==> config.mk <==
export PLATFORM = sky130hd
export DESIGN_NAME = wash_phase_seq
export DESIGN_NICKNAME = d
export VERILOG_FILES = /design/src/rtl/wash_phase_seq.sv
export SDC_FILE = /design/constraint.sdc
export NUM_CORES = 1
export LEC_CHECK = 0
export ABC_AREA = 0
export BUFFER_PORTS_ARGS = -buffer_cell sky130_fd_sc_hd__buf_4
export CAP_MARGIN = 20
export CORE_MARGIN = 2
export CORE_UTILIZATION = 35
export DETAILED_ROUTE_END_ITERATION = 8
export HOLD_SLACK_MARGIN = 0.12
export SYNTH_ARGS = -nofsm -noshare
export SYNTH_HDL_FRONTEND = slang
export SYNTH_SLANG_ARGS = --single-unit
==> constraint.sdc <==
create_clock -name CP -period 2.6 [get_ports CP]
set_input_delay 0.52 -clock CP [delete_from_list [all_inputs] [get_ports CP]]
set_output_delay 0.52 -clock CP [all_outputs]
set_load 0.01 [all_outputs]
==> src/rtl/wash_phase_seq.sv <==
// Wash-program sequencer driven by the decade counter (counter10) time base.
// Each 9->0 rollover of Q_in is one time unit.
// The program runs IDLE->FILL->WASH->DRAIN->SPIN->DONE.
// Each phase counts its duration down in 2-digit BCD.
// Optional feature macro: SOAK_PHASE_EN inserts a SOAK phase between FILL and WASH.
// All outputs are registered. They are loaded from the next state and the next hold value,
// so they always match the registered state and hold seen on the same cycle.

module wash_phase_seq #(
    parameter logic [7:0] FILL_T  = 8'h05,
    parameter logic [7:0] WASH_T  = 8'h20,
    parameter logic [7:0] DRAIN_T = 8'h05,
    parameter logic [7:0] SPIN_T  = 8'h10,
    parameter logic [7:0] SOAK_T  = 8'h15
) (
    input  logic       CP,
    input  logic       nCR,
    input  logic       start,
    input  logic       pause,
    input  logic       lid_open,
    input  logic [3:0] Q_in,
    output logic       EN,
    output logic [2:0] state,
    output logic [7:0] remain,
    output logic       valve,
    output logic       motor,
    output logic       pump,
    output logic       spin_hi,
    output logic       done
);

    typedef enum logic [2:0] {
        StIdle  = 3'd0,
        StFill  = 3'd1,
        StSoak  = 3'd2,
        StWash  = 3'd3,
        StDrain = 3'd4,
        StSpin  = 3'd5,
        StDone  = 3'd6
    } phase_e;

    phase_e     state_q, state_d;
    logic [7:0] remain_q, remain_d;
    logic       hold_q, hold_d;
    logic [3:0] q_prev_q;
    logic       tick;
    logic       run_d;
    logic       en_d, valve_d, motor_d, pump_d, spin_hi_d, done_d;

`ifndef SOAK_PHASE_EN
    // SOAK_T has no use without the soak phase.
    logic unused_soak_t;
    assign unused_soak_t = ^SOAK_T;
`endif

    // BCD decrement; 00 wraps to 99 so an illegal zero duration lasts 100 ticks.
    function automatic logic [7:0] bcd_dec(input logic [7:0] v);
        logic [3:0] tens;
        logic [3:0] ones;
        tens = v[7:4];
        ones = v[3:0];
        if (ones == 4'd0) begin
            ones = 4'd9;
            tens = (tens == 4'd0) ? 4'd9 : tens - 4'd1;
        end else begin
            ones = ones - 4'd1;
        end
        return {tens, ones};
    endfunction

    // Time-base tick and next-state / next-remaining computation.
    always_comb begin
        tick     = (q_prev_q == 4'd9) && (Q_in == 4'd0);
        hold_d   = pause | lid_open;
        state_d  = state_q;
        remain_d = remain_q;
        unique case (state_q)
            StIdle: begin
                if (start && !lid_open) begin
                    state_d  = StFill;
                    remain_d = FILL_T;
                end
            end
            StFill, StSoak, StWash, StDrain, StSpin: begin
                // A tick seen while hold is set is dropped, not deferred.
                if (tick && !hold_q) begin
                    if (remain_q == 8'h01) begin
                        unique case (state_q)
                            StFill: begin
`ifdef SOAK_PHASE_EN
                                state_d  = StSoak;
                                remain_d = SOAK_T;
`else
                                state_d  = StWash;
                                remain_d = WASH_T;
`endif
                            end
                            StSoak: begin
                                state_d  = StWash;
                                remain_d = WASH_T;
                            end
                            StWash: begin
                                state_d  = StDrain;
                                remain_d = DRAIN_T;
                            end
                            StDrain: begin
                                state_d  = StSpin;
                                remain_d = SPIN_T;
                            end
                            default: begin
                                state_d  = StDone;
                                remain_d = 8'h00;
                            end
                        endcase
                    end else begin
                        remain_d = bcd_dec(remain_q);
                    end
                end
            end
            StDone: begin
                if (lid_open) begin
                    state_d  = StIdle;
                    remain_d = 8'h00;
                end else if (start) begin
                    state_d  = StFill;
                    remain_d = FILL_T;
                end
            end
            default: begin
                state_d  = StIdle;
                remain_d = 8'h00;
            end
        endcase
    end

    // Output decode from the next state, gated by the next hold value.
    always_comb begin
        run_d     = 1'b0;
        en_d      = 1'b0;
        valve_d   = 1'b0;
        motor_d   = 1'b0;
        pump_d    = 1'b0;
        spin_hi_d = 1'b0;
        done_d    = (state_d == StDone);
        unique case (state_d)
            StFill, StSoak, StWash, StDrain, StSpin: run_d = !hold_d;
            default:                                 run_d = 1'b0;
        endcase
        en_d = run_d;
        unique case (state_d)
            StFill:  valve_d = run_d;
            StWash:  motor_d = run_d;
            StDrain: pump_d  = run_d;
            StSpin: begin
                motor_d   = run_d;
                pump_d    = run_d;
                spin_hi_d = run_d;
            end
            default: ;
        endcase
    end

    // Sequencer state, hold, counter history and registered outputs.
    always_ff @(posedge CP or negedge nCR) begin
        if (!nCR) begin
            state_q  <= StIdle;
            remain_q <= 8'h00;
            hold_q   <= 1'b0;
            q_prev_q <= 4'd0;
            EN       <= 1'b0;
            valve    <= 1'b0;
            motor    <= 1'b0;
            pump     <= 1'b0;
            spin_hi  <= 1'b0;
            done     <= 1'b0;
        end else begin
            state_q  <= state_d;
            remain_q <= remain_d;
            hold_q   <= hold_d;
            q_prev_q <= Q_in;
            EN       <= en_d;
            valve    <= valve_d;
            motor    <= motor_d;
            pump     <= pump_d;
            spin_hi  <= spin_hi_d;
            done     <= done_d;
        end
    end

    assign state  = state_q;
    assign remain = remain_q;

endmodule
# ---- After elaboration in Yosys (flattened, before gate mapping)
# Index checks and enable logic that the tools add are counted.
# W data, S select, Z words.
dict set report totals {
  reg_bits 22
  input_bits 9
  out_inout_bits 17
}
dict set report op_classes {
  n_addsub 2
  eq_ne 18
  mux 22
  bitwise_logic 1
  n_reduce_logical 17
}
# operator count
set ops {}
lappend ops {{$mux W8} 5}
lappend ops {{$pmux W8 S3} 1}
lappend ops {{$eq A3 B3 Y1 const B} 6}
lappend ops {{$pmux W3 S3} 2}
lappend ops {{$pmux W6 S3} 1}
lappend ops {{$mux W3} 5}
lappend ops {{$eq A3 B2 Y1 const B} 4}
lappend ops {{$logic_not A4 Y1} 3}
lappend ops {{$mux W4} 3}
lappend ops {{$reduce_or A5 Y1} 2}
lappend ops {{$eq A8 B1 Y1 const B} 1}
lappend ops {{$sub A4 B1 Y4 const B} 2}
lappend ops {{$eq A3 B1 Y1 const B} 2}
lappend ops {{$ne A3 B3 Y1 const B} 2}
lappend ops {{$reduce_or A2 Y1} 3}
lappend ops {{$mux W1} 5}
lappend ops {{$eq A4 B4 Y1 const B} 1}
lappend ops {{$ne A2 B2 Y1 const B} 2}
lappend ops {{$reduce_and A4 Y1} 1}
lappend ops {{$logic_and A1 B1 Y1} 3}
lappend ops {{$logic_not A1 Y1} 3}
lappend ops {{$logic_not A3 Y1} 1}
lappend ops {{$reduce_and A3 Y1} 1}
lappend ops {{$or A1 B1 Y1} 1}

# ---- Depth between registers and ports, before layout
# Gate-level depths: netlist of the first run.
dict set report depth {
  depth_word 10
  ltp_mapped 9
  mapped_depth_nobuf 7
}

# ---- Least setup slack after synthesis of the first run
# Ideal clock, no wire load.
dict set report synth_path {
  kind {reg-to-reg}
  start {register remain_q[4], in the netlist remain[4]}
  end {register remain_q[7], in the netlist remain[7]}
  setup_time_ps 78
  arrival_ps 1957
  required_ps 2522
  slack_ps 566
  path_stages_with_launch 8
  path_buffers 1
  period_less_slack_ps 2034
  cell_sequence {dfrtp_1 > inv_1 > ha_1 > nor3b_1 > buf_6 > a211o_4 > or4_1 > o2bb2ai_1}
}
dict set report synth_via {
  elab_chain_len 6
  word_cells_on_any_way 10
}
# element line
set synth_rtl {}
lappend synth_rtl {{start, declared} 43} ;# logic [7:0] remain_q, remain_d;
lappend synth_rtl {{start signal, assigned} 178} ;# remain_q <= remain_d;
lappend synth_rtl {{$sub A4 B1 Y4 or $logic_not A4 Y1 (tied branches)} 64} ;# tens = (tens == 4'd0) ? 4'd9 : tens - 4'd1;
lappend synth_rtl {{$mux W4} 64}
lappend synth_rtl {{$mux W4} 62} ;# if (ones == 4'd0) begin
lappend synth_rtl {{$mux W8} 87} ;# if (remain_q == 8'h01) begin
lappend synth_rtl {{$mux W8} 86} ;# if (tick && !hold_q) begin
lappend synth_rtl {{$pmux W8 S3} 77} ;# unique case (state_q)
# Several ways; a longest one is shown, not always the timed one. The select of a mux whose other input is x is not followed.
# A chain may end at the register's enable or synchronous reset.

# ---- Final worst setup path of the first run
# Same ends and word-level chain as after synthesis.

==> summary.md, run 1 <==
| Metric | Value |
|---|---|
| H-tree depth | `1` |
| Ys flop type | `dfrtp_1` |
| Most frequent cells in the layout | `buf_4 (28), dfrtp_1 (22), nor2_1 (14)` |
| TritonCTS clock tree | `built` |
| Async S/R FF share, synth | `1.00` |
| Layout cells sized above 1 | `0.256` |
| Initial antenna violation count | `0` |
| Crit path buffers/inverters | `2` |
| Crit path max-delay cell type | `or4_1` |
| Grt total ovfl | `0` |
| Crit end category | `register` |
| EDFF count, synth | `0` |
| CP max FO | `11` |
| Post-Syn Area | `~1300 um^2` |
| Clk_skew | `0.00134 ns` |
| Global placement routability congestion | `0.818` |
| Placed cell areas | `roughly 1500 um^2` |
| Fin. Hold Viols | `0` |
| Sw Ratio | `0.365` |
| Final wirelength | `approximately 3.0 mm` |
| CTS sink count | `22` |
| All-Layer GR Usage | `0.153` |
| DR WL/cell | `approximately 14 um` |
| Crit path max-delay family | `simple AND/OR/NAND/NOR gates` |
| YS warnings | `0` |
| Root buffer cell | `clkbuf_8` |
| Synth cell types | `between 40 and 50` |
| Vias/cell | `approximately 5.5` |
| Clock transition at the registers of the reported paths | `around 0.080 ns` |
| Hold Buf Count CTS | `0` |
| Die area | `4210 um^2` |
| Site Rows | `22` |
| P_leak | `around 0.0007 uW` |
| DRC viols | `0` |
| Largest cells by area after synthesis | `dfrtp_1 (42%), o21ai_0 (5.0%), nor2_1 (4.1%), nor3b_1 (2.3%), a21oi_1 (1.9%)` |
| Syn Inst Count | `roughly 140` |
| Post-Place Worst Slack | `approximately 0.41 ns` |
| Met1 Resource Use GR | `0.196` |
| IO buf count | `25` |
| Nets | `roughly 170` |
| Largest net degree at the start of global routing | `23` |
| Pre-Repair DR Iteration Count | `4` |
| Critical path type | `register to register` |
| Slew @ Worst Pin | `about 0.59 ns` |
| Power Density | `about 850 nW/um^2` |
| Via count | `1154` |
| Fin. max-slew vios | `0` |
| Worst setup margin | `around 0.37 ns` |
| GR peak layer | `met2` |
| DRT iter0 DRCs | `76` |
| Vias in the first global route | `about 1100` |
| Layout area overhead | `21.2%` |
| Syn avg cell area | `9.54 um^2` |
| Number of CTS-inserted buffers | `3` |
| Final min period | `between 2 and 2.5 ns` |
| Status | `complete, no violations` |
| Clk network pwr share | `0.238` |
| Slew margin rel. | `0.604` |
| Maximum VDD drop | `between 0.3 and 0.4 mV` |
| Max stage delay on crit path | `about 0.5 ns` |
| Synthesis-stage register bit count | `22` |
| Sequential share of power | `0.365` |
| Switch Pwr | `about 490 uW` |
| CTS resizes | `0` |
| Met3 Usage GRT | `0.0208` |
| Worst hold path type | `primary input to asynchronous set/reset pin` |
| Remaining antenna violation count after routing | `0` |
| Final setup vio count | `0` |
| Die height | `around 65 um` |
| Non-filler cells, final | `between 200 and 250` |
| Setup_tns | `0 ns` |
| DP HPWL | `~2.2 mm` |
| Max-cap violation count | `0` |
| First-pass GRT wire length | `5.06 mm` |
| Die Wd | `about 65 um` |
| Startpoint class of the critical path | `register` |
| RSZ-0062 raised after global routing | `no` |
| Commonest non-fill, non-tap cell in the layout | `buf_4` |
| Inserted Diodes | `0` |
| Period Utilization, post-route | `0.858` |
| Data required time of the worst path | `roughly 2.8 ns` |
| Sequential fraction of the synthesis area | `0.424` |
| Max clock buf depth | `2` |
| Worst EP arrival | `2.41 ns` |
| Top-level port count | `26` |
| Clk_lat worst skew | `between 0.2 and 0.3 ns` |
| Initial core utilization | `0.360` |
| Max Clk Rate | `448 MHz` |
| Setup Fix Bufs, Post-CTS | `0` |
| Post-synth top area share | `0.424` |
| Syn Nets | `around 150` |
| Internal power | `roughly 850 uW` |
| Dpl cells | `~200` |
| Fin area | `1570 um^2` |
| Crit-path cells | `inv_1 -> ha_1 -> nor3b_1 -> buf_4 -> a211o_4 -> or4_1 -> o2bb2ai_1` |
| Logic pwr share | `0.398` |
| Area leader, netlist | `dfrtp_1` |
| Met2 usage in global routing | `0.255` |
| Core ar. | `about 3600 um^2` |
| Fillers | `roughly 350` |
==> per-stage QoR <==
stage | total power, uW | hold WS, ns | utilization
floorplan | 863 | 0.224 | -
global placement | 1010 | 0.425 | 0.416
detailed placement | 1020 | 0.429 | 0.416
CTS | 1350 | 0.139 | 0.436
global route | 1430 | 0.140 | 0.436
finish | 1340 | 0.132 | 0.436
==> logic make-up (layout without fill, tap and decap cells) <==
group,Yosys count,after routing,share of synthesized area
and+or+nand+nor,54,54,0.247
AOI/OAI and AO/OA,44,44,0.230
DFF,22,22,0.424
buffers and inverters,12,36,0.0627
adders and majority gates,2,2,0.0193
muxes,2,2,0.0164
==> per-layer routing <==
metal | part of all wire | routed length, um | vias up
li1 | - | - | 549
met2 | 0.49 | 1450 | 35
met5 | 0 | 0 | -
met4 | 0.019 | 57 | 0
met3 | 0.060 | 178 | 5
met1 | 0.43 | 1290 | 565
==> cells in the mapped netlist, types with 3 or more instances <==
master,instances
nor2_1,14
a22oi_1,3
nor3_1,4
o31ai_1,3
a31oi_1,3
dfrtp_1,22
nand2_1,6
nor4_1,3
inv_1,4
a21oi_1,5
nor3b_1,4
nand3_1,3
o21ai_0,13
==> power by group through the flow <==
stage | combinational (uW) | sequential (uW) | clock (uW)
2_1_floorplan | 366 | 496 | 0
3_3_place_gp | 523 | 489 | 0
3_5_place_dp | 529 | 494 | 0
4_1_cts | 533 | 487 | 327
5_1_grt | 596 | 497 | 340
6_report | 532 | 488 | 318
==> worst register-to-register path: cells and delay by family, from the launching register on <==
kind            cells  cell delay [ns]
compound gates      2             0.55
fa+ha+maj           1             0.22
simple gates        2             0.65
flops               1             0.45
buf+inv             2             0.28
==> layout make-up <==
type	instances	area (um^2)	area share
Timing Repair Buffer	28	210	0.134
Inverter	4	15.0	0.00955
Clock inverter	1	30.0	0.0191
Multi-Input combinational cell	102	666	0.423
Sequential cell	22	551	0.350
Tap cell	48	60.1	0.0382
Clock buffer	3	41.3	0.0263
==> path summary, 6_finish.rpt <==
kind,start,to,slack (ns),cells after the start
setup / recovery,remain[4],remain[7],0.37,7
hold / removal,nCR,remain[7],0.13,1
setup reg to reg,remain[4],remain[7],0.37,7
hold reg to reg,remain[7],remain[7],0.59,1
max in group asynchronous,nCR,state[1],2.25,1
min in group CP,Q_in[1],q_prev_q[1],0.37,1
==> flip-flops by register name (all words and copies together), names as in the netlist <==
register,cells
remain,8
q_prev_q,4
state,3
EN,1
done,1
hold_q,1
motor,1
pump,1
spin_hi,1
valve,1
Power figures use the tool's default switching activity.
==> run 2, diff against run 1 <==
==> constraint.sdc (replaced) <==
create_clock -name CP -period 1.8 [get_ports CP]
set_input_delay 0.36 -clock CP [delete_from_list [all_inputs] [get_ports CP]]
set_output_delay 0.36 -clock CP [all_outputs]
set_load 0.005 [all_outputs]
==> run 2 against run 1 <==
  * Critical path type unchanged
  * Critical path depth unchanged
  * Global-route usage up 2.5 points
  * Wire length up 22%
  * Clock-buffer cell count up 1
  * First-iteration DRC count down 17%
  * Worst setup slack worse by 0.42 ns
  * Highest routed layer unchanged
  * Power up 74%
  * Clock power up 16%
  * Hold slack better by 0.065 ns
  * Sequential share of layout area down 7.5 points
  * The run now ends with negative setup slack left
  * Non-clock buffer count up 36
==> summary.md, run 2 (synthesis gave the netlist of run 1 again) <==
| Metric | Value |
|---|---|
| Layout area overhead | `54.4% (was 21.2%)` |
| Inserted Diodes | `0 (unchanged)` |
| CP max FO | `5 (was 11)` |
| Max Clk Rate | `541 MHz (was 448 MHz)` |
| Pre-Repair DR Iteration Count | `4 (unchanged)` |
| Nets | `208 (was 172)` |
| Slew @ Worst Pin | `0.454 ns (was 0.594 ns)` |
| Crit end category | `register (unchanged)` |
| Worst hold path type | `primary input to register (was primary input to asynchronous set/reset pin)` |
| Final min period | `1.85 ns (was 2.23 ns)` |
| Fin. max-slew vios | `0 (unchanged)` |
| Worst EP arrival | `2.06 ns (was 2.41 ns)` |
| First-pass GRT wire length | `5.77 mm (was 5.06 mm)` |
| Switch Pwr | `845 uW (was 488 uW)` |
| RSZ-0062 raised after global routing | `yes (was no)` |
| Reg2reg path depth | `7 (unchanged)` |
| Most frequent cells in the layout | `buf_4 (60), dfrtp_1 (22), o21ai_0 (12), nor2_1 (12), nand2_1 (5) (was buf_4 (28), dfrtp_1 (22), nor2_1 (14))` |
| Max clock buf depth | `2 (unchanged)` |
| Logic pwr share | `0.560 (was 0.398)` |
| Fin. Hold Viols | `0 (unchanged)` |
| Max-cap violation count | `0 (unchanged)` |
| Design Power | `2330 uW (was 1340 uW)` |
| Vias in the first global route | `1229 (was 1122)` |
| Site Rows | `22 (unchanged)` |
| Layout cells sized above 1 | `0.505 (was 0.256)` |
| Period Utilization, post-route | `1.03 (was 0.858)` |
| All-Layer GR Usage | `0.178 (was 0.153)` |
| Clock transition at the registers of the reported paths | `0.08 ns (about the same)` |
| Max reg flops | `8 (unchanged)` |
| Vias/cell | `5.20 (was 5.55)` |
| Critical path type | `register to register (unchanged)` |
| P_leak | `0.000899 uW (was 0.000690 uW)` |
| Failing checks | `negative setup slack` |
| DRT iter0 DRCs | `63 (was 76)` |
| Hold Path Depth | `1` |
| Worst setup margin | `-0.0493 ns (was 0.370 ns)` |
| Data required time of the worst path | `2.01 ns (was 2.78 ns)` |
| IO buf count | `25 (unchanged)` |
| DRC viols | `0 (unchanged)` |
| Commonest non-fill, non-tap cell in the layout | `buf_4 (unchanged)` |
| Final setup vio count | `7 (was 0)` |
| DP HPWL | `2.57 mm (was 2.17 mm)` |
| Grt total ovfl | `0 (unchanged)` |
| Clk network pwr share | `0.158 (was 0.238)` |
| Final wirelength | `3.63 mm (was 2.98 mm)` |
| Global placement routability congestion | `0.845 (was 0.818)` |
| Power Density | `1160 nW/um^2 (was 851 nW/um^2)` |
| Sequential share of power | `0.282 (was 0.365)` |
| Die Wd | `64.9 um (unchanged)` |
| Maximum VDD drop | `0.426 mV (was 0.327 mV)` |
| Initial antenna violation count | `0 (unchanged)` |
| H-tree depth | `1 (unchanged)` |
| Die height | `64.9 um (unchanged)` |
| Slew margin rel. | `0.696 (was 0.604)` |
| Clk_skew | `0.00237 ns (was 0.00134 ns)` |
| TritonCTS clock tree | `built (unchanged)` |
| Reg2reg setup slack | `-0.05 ns (was 0.37 ns)` |
| Largest net degree at the start of global routing | `23 (unchanged)` |
| Remaining antenna violation count after routing | `0 (unchanged)` |
| Final hold slack | `0.197 ns (was 0.132 ns)` |
| Initial core utilization | `0.360 (unchanged)` |
| Core ar. | `3610 um^2 (unchanged)` |
| Die area | `4210 um^2 (unchanged)` |
| Status | `finished, violations left (was complete, no violations)` |
| Clk_lat worst skew | `0.27 ns (was 0.26 ns)` |
| Internal power | `1480 uW (was 850 uW)` |
| Final core occ | `0.556 (was 0.436)` |
| Via count | `1269 (was 1154)` |
| Sw Ratio | `0.363 (was 0.365)` |
| Root buffer cell | `clkbuf_8 (unchanged)` |
| DR WL/cell | `14.9 um (was 14.3 um)` |
| Top-level port count | `26 (unchanged)` |
| CTS sink count | `22 (unchanged)` |
| Startpoint class of the critical path | `register (unchanged)` |
| Number of CTS-inserted buffers | `3 (unchanged)` |
==> run 2: cell types whose count changed in the layout (fill, tap and decap cells not counted), sizes merged <==
cell	delta
buf	+35
bufinv	-1
dlygate4sd3	+1
clkbuf	+1
==> run 2: final timing paths <==
| path | to | start |
|---|---|---|
| min in group asynchronous | remain[1] | nCR |
| setup reg to reg | spin_hi | remain[4] |
| hold reg to reg | remain[7] | remain[7] |
| hold / removal | q_prev_q[1] | Q_in[1] |
| setup / recovery | spin_hi | remain[4] |
| max in group asynchronous | motor | nCR |
==> run 2: cell type report <==
| type | instances | area (um^2) |
|---|---|---|
| clock buffer | 4 | 55.1 |
| fill | 331 | 1600 |
| inverter | 4 | 15.0 |
| multi-input combinational | 102 | 828 |
| sequential | 22 | 551 |
| tap | 48 | 60.1 |
| timing repair buffer | 64 | 494 |
==> run 2: timing repair <==
| item | 4_1_cts | 5_1_grt |
|---|---|---|
| gates resized for setup | 10 | 19 |
| hold buffers | 1 | 0 |
| endpoints found under the hold margin | 22 | 0 |
| buffers inserted | 3 | 1 |
| pin swaps | 6 | 11 |
| endpoints found under the setup margin | 9 | 13 |
==> run 2: power groups by stage <==
stage / logic [uW] / registers, uW / clock network (uW)
4_1_cts: 1210 / 658 / 378
6_report: 1300 / 657 / 369
3_3_place_gp: 1070 / 660 / 0
5_1_grt: 1420 / 668 / 405
2_1_floorplan: 568 / 694 / 0
3_5_place_dp: 1090 / 665 / 0
==> run 2: metrics by stage <==
step	cells	setup WS (ns)	instance area, um^2	TNS [ns]
global placement	235	-0.111	1760	-0.303
detailed placement	235	-0.115	1760	-0.421
floorplan	136	-0.0234	1320	-0.0234
CTS	243	-0.0672	1890	-0.161
global route	244	-0.141	2000	-1.01
finish	244	-0.0493	2000	-0.231
==> run 2: worst max-delay path: stages, from the launching register on <==
cell and delay [ns]:
dfrtp_1 0.41, inv_2 0.08, ha_4 0.12, nor3b_4 0.33, a31oi_2 0.15, a211oi_2 0.23, nor3b_2 0.25, and4b_1 0.22
==> run 2: metal layers <==
metal / share of wire / GRT usage / vias to the layer above
met5: 0 / 0 / -
met4: 0.0044 / 0.0718 / 0
met3: 0.035 / 0.0382 / 2
met2: 0.51 / 0.284 / 24
met1: 0.45 / 0.233 / 619
li1: - / - / 624
